File: config.mk
export PLATFORM = sky130hd
export DESIGN_NAME = snn_event_scheduler
export DESIGN_NICKNAME = d
export VERILOG_FILES = /design/src/rtl/snn_event_scheduler.sv
export SDC_FILE = /design/constraint.sdc
export NUM_CORES = 1
export LEC_CHECK = 0
export CAP_MARGIN = 10
export CORE_AREA = 2 2 82 84
export DETAILED_ROUTE_END_ITERATION = 8
export DIE_AREA = 0 0 84 86
export PLACE_DENSITY = 0.58
export SLEW_MARGIN = 20
export SYNTH_ARGS = -nofsm -noshare
export SYNTH_HDL_FRONTEND = slang
export SYNTH_SLANG_ARGS = --single-unit
File: constraint.sdc
create_clock -name clock -period 1.85 [get_ports clock]
set_input_delay 0.185 -clock clock [delete_from_list [all_inputs] [get_ports clock]]
set_output_delay 0.185 -clock clock [all_outputs]
set_load 0.01 [all_outputs]
File: src/rtl/snn_event_scheduler.sv
// snn_event_scheduler: per-event sequencer for the N_PE spiking-neuron array.
// Define SNN_SCHED_LEAK_EN to add the one-cycle LEAK phase and leak_en port.
module snn_event_scheduler #(
    parameter int N_PE   = 16,
    parameter int PE_W   = $clog2(N_PE),
    parameter int MEM_AW = $clog2(N_PE * N_PE)
) (
    input  logic              clock,
    input  logic              reset_n,
    input  logic              event_valid,
    input  logic [PE_W-1:0]   event_addr,
    output logic              event_ready,
    output logic [MEM_AW-1:0] weight_mem_raddr,
    output logic              weight_w_en,
    output logic [PE_W-1:0]   pe_sel,
    output logic              accum_en,
    input  logic [N_PE-1:0]   spike,
    output logic              spike_done,
    output logic [PE_W-1:0]   spike_addr,
    input  logic              out_full,
`ifdef SNN_SCHED_LEAK_EN
    output logic              leak_en,
`endif
    output logic              busy
);

    typedef enum logic [2:0] {
        IDLE,
        LOAD,
        ACCUM,
        SETTLE,
        FIRE
`ifdef SNN_SCHED_LEAK_EN
        , LEAK
`endif
    } state_t;

    localparam logic [PE_W:0]   K_LAST = (PE_W + 1)'(N_PE);
    localparam logic [PE_W-1:0] A_LAST = PE_W'(N_PE - 1);

    state_t            state;
    state_t            state_n;
    logic [PE_W:0]     k;
    logic [PE_W:0]     km1;
    logic [PE_W-1:0]   kaddr;
    logic [MEM_AW-1:0] base;
    logic [N_PE-1:0]   fired;
    logic [N_PE-1:0]   pending;
    logic [N_PE-1:0]   onehot;
    logic [PE_W-1:0]   low;
    logic [PE_W-1:0]   last_addr;
    logic              any;
    logic              issue;

    // Lowest pending PE wins; fired masks PEs that clear their flag late.
    always_comb begin
        pending = spike & ~fired;
        any     = |pending;
        low     = '0;
        for (int i = N_PE - 1; i >= 0; i--) begin
            if (pending[i]) begin
                low = PE_W'(i);
            end
        end
        onehot = N_PE'(1) << low;
        issue  = (state == FIRE) && any && !out_full;
    end

    always_comb begin
        state_n = state;
        case (state)
            IDLE:    if (event_valid) state_n = LOAD;
            LOAD:    if (k == K_LAST) state_n = ACCUM;
            ACCUM:   state_n = SETTLE;
            SETTLE:  state_n = FIRE;
`ifdef SNN_SCHED_LEAK_EN
            FIRE:    if (!any) state_n = LEAK;
            LEAK:    state_n = IDLE;
`else
            FIRE:    if (!any) state_n = IDLE;
`endif
            default: state_n = IDLE;
        endcase
    end

    always_ff @(posedge clock) begin
        if (!reset_n) begin
            state     <= IDLE;
            k         <= '0;
            base      <= '0;
            fired     <= '0;
            last_addr <= '0;
        end else begin
            state <= state_n;
            if (state == IDLE && event_valid) begin
                base <= MEM_AW'(event_addr) << PE_W;
                k    <= '0;
            end
            if (state == LOAD && k != K_LAST) begin
                k <= k + 1'b1;
            end
            if (issue) begin
                fired     <= fired | onehot;
                last_addr <= low;
            end else if (state == FIRE && !any) begin
                fired <= '0;
            end
        end
    end

    // Write strobe trails the read address by one cycle to cover read latency.
    always_comb begin
        km1              = k - 1'b1;
        kaddr            = (k == K_LAST) ? A_LAST : k[PE_W-1:0];
        event_ready      = (state == IDLE);
        busy             = (state != IDLE);
        weight_mem_raddr = '0;
        weight_w_en      = 1'b0;
        pe_sel           = '0;
        if (state == LOAD) begin
            weight_mem_raddr = base + MEM_AW'(kaddr);
            if (k != '0) begin
                weight_w_en = 1'b1;
                pe_sel      = km1[PE_W-1:0];
            end
        end
        accum_en   = (state == ACCUM);
        spike_done = issue;
        spike_addr = issue ? low : last_addr;
`ifdef SNN_SCHED_LEAK_EN
        leak_en    = (state == LEAK);
`endif
    end

endmodule
* Word-level counts from Yosys, hierarchy flattened
Cells that the tools add are included. W data, S select, Z words.
Word-level totals: flip-flop bits (word level) 32, output and inout bits 21, logic and storage cells 66, bits of input ports 24
Cells by class: mux-type cells 31, $add $sub $neg 3, reduce and logical (&&, ||, !) cells 14, eq/ne operators 9, shifts and indexed selects 1, bitwise logic cells 3
Operator list (number):
- $mux W4 | 20
- $mux W16 | 2
- $and A16 B16 Y16 | 1
- $not A16 Y16 | 1
- $or A16 B16 Y16 | 1
- $reduce_or A16 Y1 | 1
- $shl A1 B4 Y16 const A | 1
- $pmux W3 S5 | 1
- $mux W5 | 2
- $mux W3 | 3
- $add A8 B4 Y8 | 1
- $mux W8 | 1
- $eq A3 B2 Y1 const B | 2
- $ne A2 B2 Y1 const B | 3
- $add A5 B1 Y5 const B | 1
- $eq A5 B5 Y1 const B | 1
- $logic_and A1 B1 Y1 | 5
- $ne A5 B5 Y1 const B | 1
- $reduce_bool A5 Y1 | 1
- $reduce_bool A2 Y1 | 2
- $sub A4 B1 Y4 const B | 1
- $eq A3 B1 Y1 const B | 1
- $eq A3 B3 Y1 const B | 1
- $logic_not A3 Y1 | 1
- other kinds (4) | 6

* Logic depth before layout (Yosys ltp)
word-level depth 21, gate-level depth with buffers 8, depth with buffers taken out 7

* Worst setup path after synthesis
No wires, ideal clock.
path kind register -> output, from register fired[11], to output spike_addr[0], path slack -0.066 ns, data arrival time 1.731 ns, data required time 1.665 ns, buffers on the path 0, stages on the path, launching flop included 6, cell sequence dfxtp_1 > and2b_1 > a311oi_1 > o41ai_1 > a32oi_1 > o21ai_0
Between the ends: longest elaborated chain between the ends 15, elaborated cells on any way between the ends 18, classes of those cells 13 x mux; 2 x bitwise; 3 x reduce/logical
RTL lines:
- start: declaration | line 47 | logic [N_PE-1:0] fired;
- start signal: assignment | line 103 | fired <= fired | onehot;
- $not A16 Y16 (*) | line 57 | pending = spike & ~fired;
- $and A16 B16 Y16 (*) | line 57
- $mux W4 (12 in a row) | line 61 | if (pending[i]) begin
- $mux W4 (*)
- end: declaration | line 19 | output logic [PE_W-1:0] spike_addr,
Mark *: on every way between the ends. The rest lies on a longest branch, timed or not.

* Final worst setup path
from register fired[10], to output spike_addr[1]
Between the ends: longest elaborated chain between the ends 14, elaborated cells on any way between the ends 17, classes of those cells 12 x mux; 2 x bitwise; 3 x reduce/logical
RTL lines (line):
- $not A16 Y16 (*) | 57
- $and A16 B16 Y16 (*) | 57
- $mux W4 (11 in a row) | 61
- $mux W4 (*)
Marks and branches as above.

==> impl_metrics.csv <==
group,metric,value,unit
run_status,status,"finished, violations left",
run_status,violations,"negative setup slack",
synthesis,ys_seq_elements,32,
timing,rsz0062_at_grt,"true",
placement,place.port_buffers,44,
route,drc,0,
grt,grt_max_degree,14,
floorplanning,dieArea,0.00722,sq mm
synthesis,yosysTopAreaCellShare,34.4,%
synthesis,synth_flop_cell,"dfxtp_1",
timing,finalHoldViolCount,0,
grt,gr-total-overflow,0,
critical_path,arrival,1.94,ns
grt,grt_pass1_wl,9.14,mm
timing,skew,0.00739,ns
placement,hpwl,3.95,mm
grt,antenna_found_initial,0,
critical_path,start_kind,"register",
synthesis,yosysMostFrequentCell,"dfxtp_1",
clock_network,cts_tree,"built",
finish,final_area,0.00319,sq mm
synthesis,ys_warn_count,0,
clock_network,root_buffer,"clkbuf_8",
critical_path,path_max_fanout,3,
clock_network,cts_inserted_buffers,5,
route,num_vias,2035,
timing,fin_ws,-0.277,ns
synthesis,synthTopCellsByArea,"dfxtp_1, nand2b_1, a32o_1",
timing,setup_viol,14,
synthesis,syn_area,0.00186,sq mm
synthesis,synth.top_cells.by_count,"dfxtp_1, nor2_1, nand2b_1",
clock_network,insertion_delay,0.28,ns
grt,grt_pass1_vias,1964,
floorplanning,start_util,29.7,%
floorplanning,die_h,86,um
worst_hold_path,min_path_type,"register to register",
power_and_ir_drop,irDropWorstVdd,0.000285,V
timing,fmax,470,MHz
floorplanning,die_width,84,um
critical_path,endpoint_kind,"output pin",
critical_path,reg2reg_from,"fired[11]$_SDFFE_PN0P_",
timing,worst_slew_pin_slew,0.393,ns
floorplanning,coreArea,0.00628,sq mm
route,wl_per_cell,13.5,um
synthesis,synth_edf_count,0,
critical_path,crit_required,1.66,ns
floorplanning,ios,45,
timing,drv_slew,0,
clock_network,clk_path_buf_depth,2,
critical_path,setup.worst_path.start,"fired[10]$_SDFFE_PN0P_",
route,drtAntennaViolNets,0,
route,routed_wl,5.57,mm
clock_network,clk_pin_slew,0.06,ns
synthesis,synthArstFlopShare,0,%
synthesis,avgSynthCellArea,8.39,sq um
synthesis,syn_inst,222,
timing,slew_headroom,73.5,%
clock_network,cts.sinks,32,
clock_network,cts_hold_buffers,0,
route,drt_first_iter_violations,73,
finish,final_util,50.8,%
floorplanning,rows,29,
run,drv_cap,0,
placement,placed_area,0.00279,sq mm
timing,fin_crit_sh,115,%
power_and_ir_drop,powerDensity,496,mW/mm^2
finish,area_growth,71.4,%
grt,grt_use_total,15.7,%
power_and_ir_drop,p_leak,0.00135,uW
placement,gp_congestion,0.848,
route,first_pass_iters,4,
clock_network,htreeDepth,2,
finish,antenna-diode-count,0,
synthesis,yosysSeqAreaShare,34.4,%
finish,nets,364,
worst_hold_path,min-delay-start,"fired[1]$_SDFFE_PN0P_",
synthesis,netlist-cell-type-count,45,
finish,drive_gt1_share,40.9,%
synthesis,syn_nets,249,
timing,min_period,2.13,ns
route,viasPerCell,4.92,
synthesis,synth_largest_area_cell,"dfxtp_1",
critical_path,path_class,"register to output pin",
## power breakdown
group | total [uW] | switching [uW] | internal [uW] | leakage [uW]
registers | 706 | 5.80 | 700 | 0.000261
clock network | 508 | 252 | 255 | 0.0000410
logic | 370 | 174 | 196 | 0.00105
total | 1580 | 432 | 1150 | 0.00135
## placed cells by master (no fill, tap or decap), drive strengths merged, types with 3 or more instances in the layout
| cell | count |
|---|---|
| a211oi | 4 |
| a21oi | 13 |
| a32o | 9 |
| and2 | 5 |
| and4 | 3 |
| buf | 84 |
| clkbuf | 8 |
| clkdlybuf4s50 | 23 |
| dfxtp | 32 |
| dlygate4sd2 | 9 |
| ha | 3 |
| inv | 14 |
| mux2i | 4 |
| nand2 | 14 |
| nand2b | 15 |
| nand3 | 5 |
| nand4 | 4 |
| nor2 | 21 |
| nor2b | 10 |
| nor3 | 7 |
| o21a | 6 |
| o21ai | 8 |
| o32ai | 5 |
| o41ai | 3 |
## flip-flops by register name, summed over array words and instances (netlist names)
signal     flops
last_addr      4
base           4
fired         16
state          3
k              5
## metrics by stage
stage / TNS, ns / std cells / hold WS, ns / setup slack (ns) / total power (uW)
2_1_floorplan: 0 / 222 / 0.320 / 0.0102 / 863
3_3_place_gp: -9.27 / 392 / 0.426 / -0.781 / 1030
3_5_place_dp: -9.29 / 392 / 0.446 / -0.797 / 1030
4_1_cts: -1.44 / 409 / 0.460 / -0.363 / 1570
5_1_grt: -3.51 / 414 / 0.475 / -0.365 / 1650
6_report: -1.83 / 414 / 0.454 / -0.277 / 1580
## final cells by class
type                    instances  area (sq um)
fillers                       607          3090
flip-flops and latches         32           648
clock inverters                 1          5.00
repair buffers                118           965
multi-input cells             166          1350
well taps                      77          96.3
inverters                      14          52.6
clock buffers                   6          72.6
## what timing repair did
action | in CTS | in global routing
buffers inserted | 12 | 5
endpoints found under the setup margin | 34 | 32
gates resized for setup | 94 | 26
endpoints found under the hold margin | 0 | 0
pin swaps | 11 | 8
## final timing paths
path                            endpoint  cells after the start  slack, ns
setup / recovery           spike_addr[1]                      7      -0.28
hold / removal     fired[1]$_SDFFE_PN0P_                      1       0.45
setup reg to reg  fired[14]$_SDFFE_PN0P_                      8      -0.14
hold reg to reg    fired[1]$_SDFFE_PN0P_                      1       0.45
## metal layers
layer / share of wire (%) / GRT usage, % / up-vias
li1: - / - / 1044
met1: 47 / 20.7 / 950
met2: 48 / 25.6 / 30
met3: 2.7 / 2.79 / 11
met4: 2.0 / 6.01 / 0
met5: 0 / 0 / -
## cells by family (layout without fill, tap and decap cells)
logic type,Yosys count,after routing,synth area share (%)
xor gates and xnor gates,2,2,0.941
and+or+nand+nor,97,97,30.1
DFF,32,32,34.4
adders and majority gates,3,3,2.02
buffers and inverters,24,139,5.71
AOI/OAI and AO/OA,60,60,24.7
muxes,4,4,2.15
## critical path, cell delays in order (launching register included)
cell and delay, ns:
dfxtp_2 0.35, nor2b_4 0.04, or4_4 0.55, o41ai_4 0.24, buf_4 0.18, nand2_2 0.06, o31ai_4 0.06, buf_2 0.17
(Power assumes the default switching activity.)
